$ cat src/rtl/jesd_rx_link_ctrl.sv
// JESD204B receive link controller: CGS -> ILAS -> DATA sequencing on LMFC boundaries.
// Optional JESD_RX_ERR_RESYNC_EN builds the per-multiframe error-threshold resync.
module jesd_rx_link_ctrl #(
  parameter int unsigned NUM_LANES          = 4,
  parameter int unsigned RELEASE_DELAY_LMFC = 1,
  parameter int unsigned ILAS_MULTIFRAMES   = 4,
  parameter int unsigned ILAS_TIMEOUT_LMFC  = 8,
  parameter int unsigned ERR_THRESHOLD      = 4
) (
  input  logic                 clk_i,
  input  logic                 rst_ni,
  input  logic                 enable_i,
  input  logic                 lmfc_clk_i,
  input  logic [NUM_LANES-1:0] lane_cgs_done_i,
  input  logic [NUM_LANES-1:0] lane_ilas_start_i,
  input  logic [NUM_LANES-1:0] lane_err_i,
  output logic                 sync_no,
  output logic [1:0]           state_o,
  output logic                 data_valid_o,
  output logic                 link_err_o,
  output logic [7:0]           err_count_o
);

  typedef enum logic [1:0] {
    StIdle = 2'b00,
    StCgs  = 2'b01,
    StIlas = 2'b10,
    StData = 2'b11
  } state_e;

  localparam logic [3:0] RelDly  = 4'(RELEASE_DELAY_LMFC);
  localparam logic [3:0] IlasMf  = 4'(ILAS_MULTIFRAMES);
  localparam logic [3:0] IlasTmo = 4'(ILAS_TIMEOUT_LMFC);

  state_e               state_q;
  logic [3:0]           bnd_q;
  logic [3:0]           mf_q;
  logic [3:0]           tmo_q;
  logic [NUM_LANES-1:0] ilas_seen_q;
  logic [NUM_LANES-1:0] ilas_seen_d;
  logic                 all_cgs;
  logic                 all_seen;
  logic                 thr_hit;
  logic [8:0]           pop;
  logic [7:0]           err_count_d;

  function automatic logic [7:0] sat_add(input logic [7:0] a, input logic [8:0] b);
    logic [9:0] s;
    s = {2'b00, a} + {1'b0, b};
    return (s > 10'd255) ? 8'hff : s[7:0];
  endfunction

  always_comb begin
    pop = '0;
    for (int i = 0; i < NUM_LANES; i++) begin
      pop = pop + 9'(lane_err_i[i]);
    end
  end

  assign all_cgs     = &lane_cgs_done_i;
  // A start pulse coinciding with an LMFC pulse counts as seen before that pulse is evaluated.
  assign ilas_seen_d = ilas_seen_q | lane_ilas_start_i;
  assign all_seen    = &ilas_seen_d;
  assign err_count_d = (state_q == StIdle || !enable_i) ? 8'd0 : sat_add(err_count_o, pop);
  assign state_o     = state_q;

`ifdef JESD_RX_ERR_RESYNC_EN
  localparam logic [7:0] ErrThr = 8'(ERR_THRESHOLD);

  logic [7:0] mf_err_q;
  logic [7:0] mf_err_d;

  // Errors coinciding with the LMFC pulse open the new multiframe's count.
  assign mf_err_d = sat_add(lmfc_clk_i ? 8'd0 : mf_err_q, pop);
  assign thr_hit  = (mf_err_d >= ErrThr);

  always_ff @(posedge clk_i or negedge rst_ni) begin
    if (!rst_ni) begin
      mf_err_q <= 8'd0;
    end else if (state_q == StIdle || !enable_i) begin
      mf_err_q <= 8'd0;
    end else begin
      mf_err_q <= mf_err_d;
    end
  end
`else
  logic unused_err_thr;
  assign unused_err_thr = ^ERR_THRESHOLD;
  assign thr_hit        = 1'b0;
`endif

  always_ff @(posedge clk_i or negedge rst_ni) begin
    if (!rst_ni) begin
      state_q      <= StIdle;
      sync_no      <= 1'b0;
      data_valid_o <= 1'b0;
      link_err_o   <= 1'b0;
      err_count_o  <= 8'd0;
      bnd_q        <= 4'd0;
      mf_q         <= 4'd0;
      tmo_q        <= 4'd0;
      ilas_seen_q  <= '0;
    end else begin
      link_err_o  <= 1'b0;
      err_count_o <= err_count_d;
      if (!enable_i) begin
        state_q      <= StIdle;
        sync_no      <= 1'b0;
        data_valid_o <= 1'b0;
        bnd_q        <= 4'd0;
        mf_q         <= 4'd0;
        tmo_q        <= 4'd0;
        ilas_seen_q  <= '0;
      end else begin
        unique case (state_q)
          StIdle: begin
            state_q     <= StCgs;
            bnd_q       <= 4'd0;
            mf_q        <= 4'd0;
            tmo_q       <= 4'd0;
            ilas_seen_q <= '0;
          end
          StCgs: begin
            if (!all_cgs) begin
              bnd_q <= 4'd0;
            end else if (lmfc_clk_i) begin
              if (bnd_q + 4'd1 >= RelDly) begin
                state_q <= StIlas;
                sync_no <= 1'b1;
                bnd_q   <= 4'd0;
              end else begin
                bnd_q <= bnd_q + 4'd1;
              end
            end
          end
          StIlas, StData: begin
            if (!all_cgs || thr_hit) begin
              state_q      <= StCgs;
              sync_no      <= 1'b0;
              data_valid_o <= 1'b0;
              link_err_o   <= 1'b1;
              bnd_q        <= 4'd0;
              mf_q         <= 4'd0;
              tmo_q        <= 4'd0;
              ilas_seen_q  <= '0;
            end else if (state_q == StIlas) begin
              ilas_seen_q <= ilas_seen_d;
              if (lmfc_clk_i && tmo_q != 4'hf) begin
                tmo_q <= tmo_q + 4'd1;
              end
              if (lmfc_clk_i && all_seen) begin
                mf_q <= mf_q + 4'd1;
                if (mf_q + 4'd1 >= IlasMf) begin
                  state_q      <= StData;
                  data_valid_o <= 1'b1;
                end
              end else if (lmfc_clk_i && (tmo_q + 4'd1 >= IlasTmo)) begin
                state_q     <= StCgs;
                sync_no     <= 1'b0;
                link_err_o  <= 1'b1;
                bnd_q       <= 4'd0;
                mf_q        <= 4'd0;
                tmo_q       <= 4'd0;
                ilas_seen_q <= '0;
              end
            end
          end
          default: state_q <= StIdle;
        endcase
      end
    end
  end

endmodule
$ cat config.mk
export PLATFORM = sky130hd
export DESIGN_NAME = jesd_rx_link_ctrl
export DESIGN_NICKNAME = d
export VERILOG_FILES = /design/src/rtl/jesd_rx_link_ctrl.sv
export SDC_FILE = /design/constraint.sdc
export NUM_CORES = 1
export LEC_CHECK = 0
export BUFFER_PORTS_ARGS = -buffer_cell sky130_fd_sc_hd__buf_2
export CORE_MARGIN = 10
export CORE_UTILIZATION = 55
export CTS_CLUSTER_DIAMETER = 50
export DETAILED_ROUTE_END_ITERATION = 8
export PLACE_DENSITY_LB_ADDON = 0.15
export SLEW_MARGIN = 20
export SYNTH_ARGS = -nofsm -noshare
export SYNTH_HDL_FRONTEND = slang
export SYNTH_SLANG_ARGS = --single-unit
export TNS_END_PERCENT = 100
$ cat constraint.sdc
create_clock -name clk_i -period 3.1 [get_ports clk_i]
set_input_delay 0.62 -clock clk_i [delete_from_list [all_inputs] [get_ports clk_i]]
set_output_delay 0.62 -clock clk_i [all_outputs]
set_load 0.01 [all_outputs]
### Yosys cells after proc, flatten, opt, wreduce, memory -nomap -nowiden

Index checks and enable logic that the tools add are counted.

| cells by class | value |
|---|---|
| bitwise logic cells | 1 |
| shifts and indexed selects | 0 |
| div/mod/pow operators | 0 |
| mux-type cells | 60 |
| eq/ne operators | 19 |
| reductions and logical operators | 15 |
| multipliers | 0 |
| magnitude comparators | 4 |
| add/sub/neg operators | 7 |

Operators by type and width:

| kind | count |
|---|---|
| $mux W4 | 23 |
| $pmux W4 S2 | 3 |
| $mux W1 | 20 |
| $ne A4 B4 Y1 const B | 5 |
| $mux W2 | 9 |
| $mux W8 | 2 |
| $reduce_and A4 Y1 | 4 |
| $add A4 B1 Y4 const B | 3 |
| $pmux W4 S3 | 1 |
| $ne A5 B5 Y1 const B | 2 |
| $add A8 B4 Y9 | 1 |
| $gt A9 B8 Y1 const B | 1 |
| $ne A3 B2 Y1 const B | 3 |
| $ne A3 B3 Y1 const B | 3 |
| $reduce_and A7 Y1 | 1 |
| $ne A3 B1 Y1 const B | 2 |
| $pmux W2 S3 | 1 |
| $reduce_and A6 Y1 | 1 |
| $add A3 B1 Y4 | 1 |
| $eq A2 B2 Y1 const B | 2 |
| $ge A4 B1 Y1 const B | 1 |
| $ge A4 B3 Y1 const B | 1 |
| $ge A4 B4 Y1 const B | 1 |
| $or A4 B4 Y4 | 1 |
| 12 further kinds | 14 |

| storage, ports and cells | value |
|---|---|
| register bits after elaboration | 29 |
| bits in latches | 0 |
| memories | 0 |
| bits of input ports | 16 |
| ROM bits | 0 |
| RAM bits | 0 |
| output and inout port bits | 13 |

### Longest topological paths before layout

Gate-level depths: netlist of the first run.

| depth | value |
|---|---|
| depth in word-level cells | 9 |
| mapped depth | 10 |
| gate-level depth less buffers | 10 |

### Worst setup path before layout of the first run

Ideal clock, no wire load.

| timing path | value |
|---|---|
| path type | input to register |
| start point | in lane_err_i[0] |
| end point | reg err_count_o[0] |
| library setup time | 80 ps |
| setup slack | 510 ps |
| data arrival time | 2510 ps |
| stages | 9 |
| buffers on the path | 0 |
| path through | fa_1 > inv_1 > fa_1 > inv_1 > fa_1 > and3_1 > and3_1 > nand3_1 > a21oi_1 |

| between the ends | value |
|---|---|
| word-level cells in the longest chain between the ends | 7 |

RTL lines:

| element | line | RTL |
|---|---|---|
| start, declared | 16 | `input logic [NUM_LANES-1:0] lane_err_i,` |
| $add A1 B1 Y2 * | 56 | `pop = pop + 9'(lane_err_i[i]);` |
| $add A2 B1 Y3 * | 56 |  |
| $add A3 B1 Y4 * | 56 |  |
| $add A8 B4 Y9 * | 49 | `s = {2'b00, a} + {1'b0, b};` |
| $gt A9 B8 Y1 | 50 | `return (s > 10'd255) ? 8'hff : s[7:0];` |
| $mux W8 * | 50 |  |
| $mux W8 * | 64 | `assign err_count_d = (state_q == StIdle \|\| !enable_i) ? 8'd0 : sat_add(err_count_o, pop);` |
| net err_count_d[0] | 45 | `logic [7:0] err_count_d;` |
| end signal, assigned | 105 | `err_count_o <= err_count_d;` |
| end, declared | 21 | `output logic [7:0] err_count_o` |

Mark *: on every way through the listed nets, which the timed path passes. The rest lies on a longest branch.
A chain may end at the register's enable or synchronous reset.

### Worst setup path after layout of the first run

| timing path | value |
|---|---|
| start point | in lane_err_i[0] |
| end point | reg err_count_o[1] |

Same word-level chain as after synthesis.

==> results of run 1 <==
==> area by class of cell <==
class	count	area, um^2
clock buffer	7	55.1
fill	225	945
inverter	10	37.5
multi-input combinational	125	840
sequential	29	726
tap	31	38.8
timing repair buffer	28	140
==> kinds of logic (layout without fill, tap and decap cells) <==
group,after synthesis,count (layout),share of synthesized area (%)
xor+xnor,5,5,2.69
buf+inv,14,45,3.77
flops,29,29,44.6
fa+ha+maj,8,8,7.54
compound gates,41,41,16.7
mux,2,2,2.08
simple gates,69,69,22.6
==> worst paths after layout <==
path | cells after the start | start | slack [ps] | endpoint
worst max-delay path | 10 | lane_err_i[0] | 470 | err_count_o[1]$_DFF_PN0_
worst min-delay path | 1 | rst_ni | 310 | link_err_o$_DFF_PN0_
worst max register to register | 8 | err_count_o[0]$_DFF_PN0_ | 1010 | err_count_o[1]$_DFF_PN0_
worst min register to register | 2 | ilas_seen_q[3]$_DFFE_PN0P_ | 500 | ilas_seen_q[3]$_DFFE_PN0P_
max in group asynchronous | 1 | rst_ni | 2390 | mf_q[3]$_DFFE_PN0P_
min in group clk_i | 2 | ilas_seen_q[3]$_DFFE_PN0P_ | 500 | ilas_seen_q[3]$_DFFE_PN0P_
==> power by group through the flow <==
stage          registers, W  logic [W]  clock network (W)
2_1_floorplan      0.000426   0.000102                  0
5_1_grt            0.000431   0.000179           0.000249
6_report           0.000426   0.000157           0.000227
3_3_place_gp       0.000432   0.000149                  0
4_1_cts            0.000425   0.000160           0.000232
3_5_place_dp       0.000433   0.000159                  0
==> placed cells by master, fill, tap and decap left out, types with 2 or more instances in the layout <==
master / count
sky130_fd_sc_hd__nor3_1: 4
sky130_fd_sc_hd__nand3_1: 8
sky130_fd_sc_hd__nor2_2: 2
sky130_fd_sc_hd__o31ai_1: 2
sky130_fd_sc_hd__inv_1: 10
sky130_fd_sc_hd__nand2_1: 14
sky130_fd_sc_hd__or4_1: 2
sky130_fd_sc_hd__nor2_1: 17
sky130_fd_sc_hd__a31oi_1: 3
sky130_fd_sc_hd__xor2_1: 3
sky130_fd_sc_hd__and3_1: 4
sky130_fd_sc_hd__nand4_1: 3
sky130_fd_sc_hd__nand2b_1: 2
sky130_fd_sc_hd__ha_1: 5
sky130_fd_sc_hd__a21o_1: 2
sky130_fd_sc_hd__dfrtp_1: 29
sky130_fd_sc_hd__clkbuf_4: 5
sky130_fd_sc_hd__fa_1: 3
sky130_fd_sc_hd__nor2b_1: 5
sky130_fd_sc_hd__a21oi_1: 11
sky130_fd_sc_hd__xnor2_1: 2
sky130_fd_sc_hd__o21ai_1: 8
sky130_fd_sc_hd__o21ai_0: 5
sky130_fd_sc_hd__buf_2: 28
==> critical path: stages <==
cell and delay, ps:
sky130_fd_sc_hd__buf_2 110, sky130_fd_sc_hd__fa_1 520, sky130_fd_sc_hd__inv_1 50, sky130_fd_sc_hd__fa_1 390, sky130_fd_sc_hd__inv_1 80, sky130_fd_sc_hd__fa_1 240
sky130_fd_sc_hd__and3_1 220, sky130_fd_sc_hd__and3_1 210, sky130_fd_sc_hd__nand3_1 210, sky130_fd_sc_hd__a21oi_1 220
==> flip-flops by register name (all words and copies together) (netlist names) <==
register,cells
sync_no,1
state_o,2
link_err_o,1
tmo_q,4
ilas_seen_q,4
bnd_q,4
mf_q,4
err_count_o,8
data_valid_o,1
==> per-stage QoR <==
stage          util [%]  setup WS [ps]  cell area [um^2]
2_1_floorplan         -            510              1630
3_3_place_gp       64.1            311              1780
3_5_place_dp       64.1           88.3              1780
4_1_cts            66.0            448              1840
5_1_grt            66.0            318              1840
6_report           66.0            467              1840
==> layer usage <==
metal,vias up,share of wire (%),routed length (um)
met1,672,41,1500
met5,-,0,0
met4,0,1.3,48
met3,8,5.4,198
met2,42,52,1920
li1,653,-,-
==> impl_summary.log, run 1 <==
[metrics] Post-route DRC: 0
[metrics] routed vias/inst: 5.98
[metrics] final global-route overflow total: 0
[metrics] Die Span X: 74.4 um
[metrics] average wire per cell in the routed design: ~16 um
[metrics] crit path time final: between 2000 and 3000 ps
[metrics] antenna violations before repair: 0
[metrics] clock root cell: sky130_fd_sc_hd__clkbuf_4
[metrics] Layout area overhead: 12.9%
[metrics] average size of a mapped cell: 9.68 um^2
[metrics] area share of the leading cell type in the synthesized netlist: between 40% and 50%
[metrics] Total Negative Setup Slacks: 0 ps
[metrics] setup repair after global routing missed its margin: false
[metrics] num ports: 29
[metrics] initial core utilization: just under 60%
[metrics] pin count of the biggest net entering global routing: 30
[metrics] TritonCTS buffer count: 5
[metrics] highest net fanout along the worst path: 6
[metrics] most area-hungry cell type in the Yosys netlist: sky130_fd_sc_hd__dfrtp_1
[metrics] hold slack final: 306 ps
[metrics] relative max-transition margin: between 50% and 60%
[metrics] net count after synthesis: 192
[metrics] area of the mapped netlist: 0.00163 mm^2
[metrics] timing-limited maximum frequency: approximately 0.38 GHz
[metrics] met3 track utilization from global routing: 3.46%
[metrics] diode insertion count for antenna repair: 0
[metrics] Routed Antenna Nets: 0
[metrics] sequential share of power: 52.6%
[metrics] CTS tree: done
[metrics] GRT met1 Usage: 17.2%
[metrics] net count of the finished layout: 223
[metrics] worst voltage drop across the vdd grid: 409 uV
[metrics] # resized after CTS: 0
[metrics] hold buffer count at cts: 0
[metrics] transition time at the pin with the least slew margin: 707 ps
[metrics] overall die height: 74.4 um
[metrics] Rows: 19
[metrics] Total Wirelength: 3.67 mm
[metrics] cell-internal power: 0.000562 W
[metrics] met2 usage: between 20% and 30%
[metrics] power spent charging and discharging nets: 0.000248 W
[metrics] most used standard cell by instance count after synthesis: sky130_fd_sc_hd__dfrtp_1
[metrics] Sw Share: between 30% and 40%
[metrics] count of final max-slew check failures: 0
[metrics] Port Buffer Count: 28
[metrics] 1st-iter DRT viols: 48
[metrics] share of total power in the clock network: 28.0%
[metrics] Yosys Warn Count: 0
[metrics] class of the most critical hold timing path: primary input to asynchronous set/reset pin
[metrics] Seq/Total Area, Yosys: 44.6%
[metrics] Distinct cells, synth: 45
[metrics] power density over cell area: 441 mW/mm^2
[metrics] total power after layout: 0.000810 W
[metrics] clk_skew: 4.09 ps
[metrics] outcome: finished clean
[metrics] layer with the highest usage after global routing: met2
[metrics] fraction of final layout cells sized beyond drive strength 1: 21.6%
[metrics] synthesis-stage register bit count: 29
[metrics] count of max-cap constraint violations: 0
[metrics] Core Region: 0.00278 mm^2
[metrics] Data required, critical path: about 3300 ps
[metrics] insertion delay to the later sink of the worst-skew pair: ~320 ps
[metrics] DP Cell Count: 223
[metrics] Reg clk slew, reported paths: roughly 90 ps
[metrics] post-route insts no fill: between 200 and 250
[metrics] number of synthesized flops with an enable pin: 0
[metrics] RD Place Congestion: 0.855
[metrics] iteration count of the initial detailed-routing pass: 4
[metrics] number of sinks driven by the clock tree: 29
[metrics] vias in the first global route: between 1,000 and 1,500
[metrics] wire length of the first global-routing pass: 6.40 mm
[metrics] post-synthesis async set-or-reset flop share: 100%
[metrics] maximum level of the CTS H-tree: 2
[metrics] Static Leakage: 0.884 nW
[metrics] Period Utilization, post-route: 84.9%
[metrics] final setup fails: 0
[metrics] most used flip-flop cell after synthesis: sky130_fd_sc_hd__dfrtp_1
[metrics] cells after synthesis: 168
[metrics] Via Count: 1,375
[metrics] largest cells by area after synthesis: sky130_fd_sc_hd__dfrtp_1, sky130_fd_sc_hd__nor2_1, sky130_fd_sc_hd__ha_1
[metrics] arrival time at the worst endpoint: ~2900 ps
[metrics] Hold Fails Final Rpt: 0
[metrics] Setup crit start kind: primary input
[metrics] total routing usage reported by global routing: 14.5%
[metrics] Clock Tree Buf Depth: 2
[metrics] worst setup path category: primary input to flop
[metrics] critical path capture point type: flop
[metrics] logic gate share of total power: 19.4%
[metrics] number of setup buffers added after CTS: 0
[metrics] post-DP HPWL: just under 3 mm
[metrics] total die area: 0.00553 mm^2
[metrics] commonest cells in the synthesized netlist: sky130_fd_sc_hd__dfrtp_1, sky130_fd_sc_hd__nor2_1, sky130_fd_sc_hd__nand2_1, sky130_fd_sc_hd__a21oi_1, sky130_fd_sc_hd__inv_1
Power figures use the tool's default switching activity.
==> run 2, diff against run 1 <==
--- a/config.mk
+++ b/config.mk
@@ -5,6 +5,7 @@
 export SDC_FILE = /design/constraint.sdc
 export NUM_CORES = 1
 export LEC_CHECK = 0
+export ABC_AREA = 1
 export BUFFER_PORTS_ARGS = -buffer_cell sky130_fd_sc_hd__buf_2
 export CORE_MARGIN = 10
 export CORE_UTILIZATION = 55
==> constraint.sdc (replaced) <==
create_clock -name clk_i -period 2.5 [get_ports clk_i]
set_input_delay 0.5 -clock clk_i [delete_from_list [all_inputs] [get_ports clk_i]]
set_output_delay 0.5 -clock clk_i [all_outputs]
set_load 0.01 [all_outputs]
==> run 2 against run 1 <==
Effect of this change:
- sequential power is 36% higher
- critical path type unchanged
- critical endpoint is now err_count_o[3]$_DFF_PN0_
- sequential share of layout area is 4.1 points lower
- hold slack worse by 110 ps
- highest routed layer unchanged
- core utilization is 0.59 points higher
- via count is 8.7% higher
- largest cell class unchanged
- design area is 12% higher
==> impl_summary.log, run 2 <==
[metrics] largest reg by FF count: err_count_o
[metrics] iteration count of the initial detailed-routing pass: 4 (unchanged)
[metrics] logic gate share of total power: 31.2% (+12 points)
[metrics] area share of the leading cell type in the synthesized netlist: 40.8% (-3.8 points)
[metrics] Via Count: 1,494 (+8.7%)
[metrics] synthesis-stage register bit count: 29 (unchanged)
[metrics] area fraction in compound gates after synthesis: 7.67% (-9.0 points)
[metrics] power density over cell area: 613 mW/mm^2 (+39%)
[metrics] num ports: 29 (unchanged)
[metrics] fraction of synthesized cell area in xor and xnor cells: 1.97% (-0.72 points)
[metrics] number of synthesized flops with an enable pin: 0 (unchanged)
[metrics] Worst R2R End: err_count_o[3]$_DFF_PN0_
[metrics] TritonCTS buffer count: 5 (unchanged)
[metrics] vias in the first global route: 1,478 (+3.5%)
[metrics] cell chain of the critical path: buf_2, fa_1, inv_1, fa_1, inv_1, fa_1, nand2_1, inv_1, nand3_1, nor2_1, buf_4, o21ai_0, inv_1
[metrics] number of buffers and inverters on the critical path: 6 (+3)
[metrics] CP Launch Point: lane_err_i[0]
[metrics] share of total power in the clock network: 22.7% (-5.3 points)
[metrics] Rows: 20 (+1)
[metrics] initial core utilization: 57.8% (-0.72 points)
[metrics] basic-gate share of the synthesized area counting and, or, nand and nor cells: 32.6% (+10 points)
[metrics] cells after synthesis: 231 (+38%)
[metrics] wire length of the first global-routing pass: 6.32 mm (-1.3%)
[metrics] number of setup buffers added after CTS: 0 (unchanged)
[metrics] power spent charging and discharging nets: 0.000453 W (+83%)
[metrics] number of cell instances on the worst register-to-register path: 11 (+3)
[metrics] Period Utilization, post-route: 87.3%
[metrics] antenna violations before repair: 0 (unchanged)
[metrics] FF-to-FF Start: err_count_o[0]$_DFF_PN0_
[metrics] routed vias/inst: 4.77 (-20%)
[metrics] count of final max-slew check failures: 0 (unchanged)
[metrics] highest net fanout along the worst path: 2 (-4)
[metrics] hold buffer count at cts: 0 (unchanged)
[metrics] total power after layout: 0.00126 W (+55%)
[metrics] # resized after CTS: 0 (unchanged)
[metrics] most common cell after layout, fill and taps aside: sky130_fd_sc_hd__nand2_1
[metrics] 1st-iter DRT viols: 91 (+90%)
[metrics] Port Buffer Count: 28 (unchanged)
[metrics] net count of the finished layout: 293 (+31%)
[metrics] Crit path depth: 13 (+3)
[metrics] pin count of the biggest net entering global routing: 30 (unchanged)
[metrics] diode insertion count for antenna repair: 0 (unchanged)
[metrics] total die area: 0.00591 mm^2 (+6.8%)
[metrics] slowest stage cell on the critical path: sky130_fd_sc_hd__fa_1
[metrics] share of synthesized cell area in full adder, half adder and majority cells: 6.90% (-0.64 points)
[metrics] sequential share of power: 46.1% (-6.5 points)
[metrics] Seq/Total Area, Yosys: 40.8% (-3.8 points)
[metrics] relative max-transition margin: 57.4% (+4.5 points)
[metrics] Routed Antenna Nets: 0 (unchanged)
[metrics] fill cell instance count of the final layout: 281 (+25%)
[metrics] post-route setup slack: 318 ps (-149 ps)
[metrics] timing-limited maximum frequency: 0.458 GHz
[metrics] last element of the critical path: err_count_o[3]$_DFF_PN0_
[metrics] most used standard cell by instance count after synthesis: sky130_fd_sc_hd__nand2_1
[metrics] clk_skew: 2.56 ps (-1.53 ps)
[metrics] proportion of synthesized area in mux cells: 0% (-2.1 points)
[metrics] outcome: finished clean
[metrics] count of max-cap constraint violations: 0 (unchanged)
[metrics] transition time at the pin with the least slew margin: 639 ps (-68.0 ps)
[metrics] maximum cell stage delay along the critical path: 520 ps (about the same)
[metrics] average size of a mapped cell: 7.70 um^2 (-21%)
[metrics] Clock Tree Buf Depth: 2 (unchanged)
[metrics] clock root cell: sky130_fd_sc_hd__clkbuf_4
[metrics] setup repair after global routing missed its margin: false
[metrics] average wire per cell in the routed design: 10.9 um (-32%)
[metrics] final setup fails: 0 (unchanged)
[metrics] insertion delay to the later sink of the worst-skew pair: 310 ps (about the same)
[metrics] Setup crit start kind: primary input
[metrics] Layout area overhead: 15.3%
[metrics] CTS tree: done
[metrics] Reg clk slew, reported paths: 80 ps (about the same)
[metrics] worst slack at placement: -24.9 ps (-113 ps)
[metrics] arrival time at the worst endpoint: 2440 ps (-430 ps)
[metrics] most frequent cells in the layout: sky130_fd_sc_hd__nand2_1, sky130_fd_sc_hd__inv_1, sky130_fd_sc_hd__dfrtp_1
[metrics] Yosys Warn Count: 0 (unchanged)
[metrics] main combinational cell family by area after synthesis: simple AND/OR/NAND/NOR gates
[metrics] worst voltage drop across the vdd grid: 338 uV (-17%)
[metrics] largest cells by area after synthesis: sky130_fd_sc_hd__dfrtp_1, sky130_fd_sc_hd__nand2_1, sky130_fd_sc_hd__inv_1
[metrics] R2R Setup Slk: 700 ps (-310 ps)
[metrics] post-DP HPWL: 2.73 mm (-5.4%)
[metrics] most used flip-flop cell after synthesis: sky130_fd_sc_hd__dfrtp_1
[metrics] fraction of final layout cells sized beyond drive strength 1: 23.4% (+1.8 points)
[metrics] Distinct cells, synth: 28 (-38%)
[metrics] commonest cells in the synthesized netlist: sky130_fd_sc_hd__nand2_1, sky130_fd_sc_hd__inv_1, sky130_fd_sc_hd__dfrtp_1, sky130_fd_sc_hd__nor2_1, sky130_fd_sc_hd__nand3_1
[metrics] worst setup path category: primary input to flop
[metrics] number of sinks driven by the clock tree: 29 (unchanged)
[metrics] Largest register FFs: 8 (unchanged)
[metrics] Total Wirelength: 3.41 mm (-6.9%)
[metrics] post-synthesis async set-or-reset flop share: 100% (unchanged)
[metrics] class of the most critical hold timing path: primary input to asynchronous set/reset pin
[metrics] Core Region: 0.00308 mm^2 (+11%)
[metrics] Hold Fails Final Rpt: 0 (unchanged)
[metrics] overall die height: 76.9 um (+3.3%)
[metrics] final global-route overflow total: 0 (unchanged)
[metrics] critical path capture point type: flop
[metrics] most prevalent standard cell on the critical path: sky130_fd_sc_hd__inv_1
[metrics] area of the mapped netlist: 0.00178 mm^2 (+9.3%)
[metrics] Post-route DRC: 0 (unchanged)
[metrics] Data required, critical path: 2760 ps (-580 ps)
[metrics] Die Span X: 76.9 um (+3.3%)
[metrics] post-route insts no fill: 313 (+36%)
[metrics] CP top delay family: adder cells
[metrics] Sw Share: 36.1% (+5.4 points)
[metrics] cell-internal power: 0.000804 W (+43%)
[metrics] maximum level of the CTS H-tree: 2 (unchanged)
[metrics] DP Cell Count: 306 (+37%)
[metrics] Static Leakage: 1.11 nW (+25%)
[metrics] RD Place Congestion: 0.842 (-1.5%)
[metrics] net count after synthesis: 255 (+33%)
[metrics] total routing usage reported by global routing: 12.7% (-1.8 points)
[metrics] crit path time final: 2180 ps
[metrics] Post-Route Utilization: 66.6% (+0.59 points)
[metrics] most area-hungry cell type in the Yosys netlist: sky130_fd_sc_hd__dfrtp_1
-- run 2: cell count changes after synthesis, sizes merged, moves of 3 or more --
cell and change:
inv +37, nand3 +12, o21ai -4, nand2 +45, nor2 +11, nor3 -3, and3 -4, nor2b -5
clkbuf -3
-- run 2: final cells by class --
cell class / instances / area, um^2 / share of cell area (%)
clock buffer: 7 / 55.1 / 2.68
multi-input combinational: 155 / 873 / 42.6
timing repair buffer: 31 / 163 / 7.93
sequential: 29 / 726 / 35.4
tap: 44 / 55.1 / 2.68
inverter: 47 / 179 / 8.72
-- run 2: cell families after synthesis --
group | count (synthesis)
xor+xnor | 4
buf+inv | 47
compound gates | 25
simple gates | 118
fa+ha+maj | 8
flops | 29
-- run 2: per-layer routing --
metal,wire [um],track usage [%]
met2,1570,20.5
met3,196,4.78
met1,1610,15.1
met4,32,4.09
met5,0,0
-- run 2: power by group through the flow --
stage               logic [W]  registers [W]  clock network, W
floorplan            0.000250       0.000599                 0
global placement     0.000396       0.000588                 0
detailed placement   0.000396       0.000589                 0
CTS                  0.000399       0.000579          0.000297
global route         0.000453       0.000591          0.000319
finish               0.000392       0.000579          0.000286
-- run 2: worst min path at each step --
stage                             start                        to  slack (ps)  cells after the start
floorplan                        rst_ni      bnd_q[0]$_DFFE_PN0P_         200                      0
global placement    sync_no$_DFFE_PN0P_       sync_no$_DFFE_PN0P_         460                      2
detailed placement  sync_no$_DFFE_PN0P_       sync_no$_DFFE_PN0P_         460                      2
CTS                              rst_ni  err_count_o[1]$_DFF_PN0_         220                      1
global route                     rst_ni  err_count_o[7]$_DFF_PN0_         240                      1
finish                           rst_ni  err_count_o[0]$_DFF_PN0_         200                      1
-- run 2: metrics by stage --
stage	area [um^2]	TNS (ps)	hold slack (ps)
after floorplan	1780	0	204
after global placement	2000	0	459
after detailed placement	2000	-41.3	462
after CTS	2050	0	216
after global routing	2050	0	238
final	2050	0	198
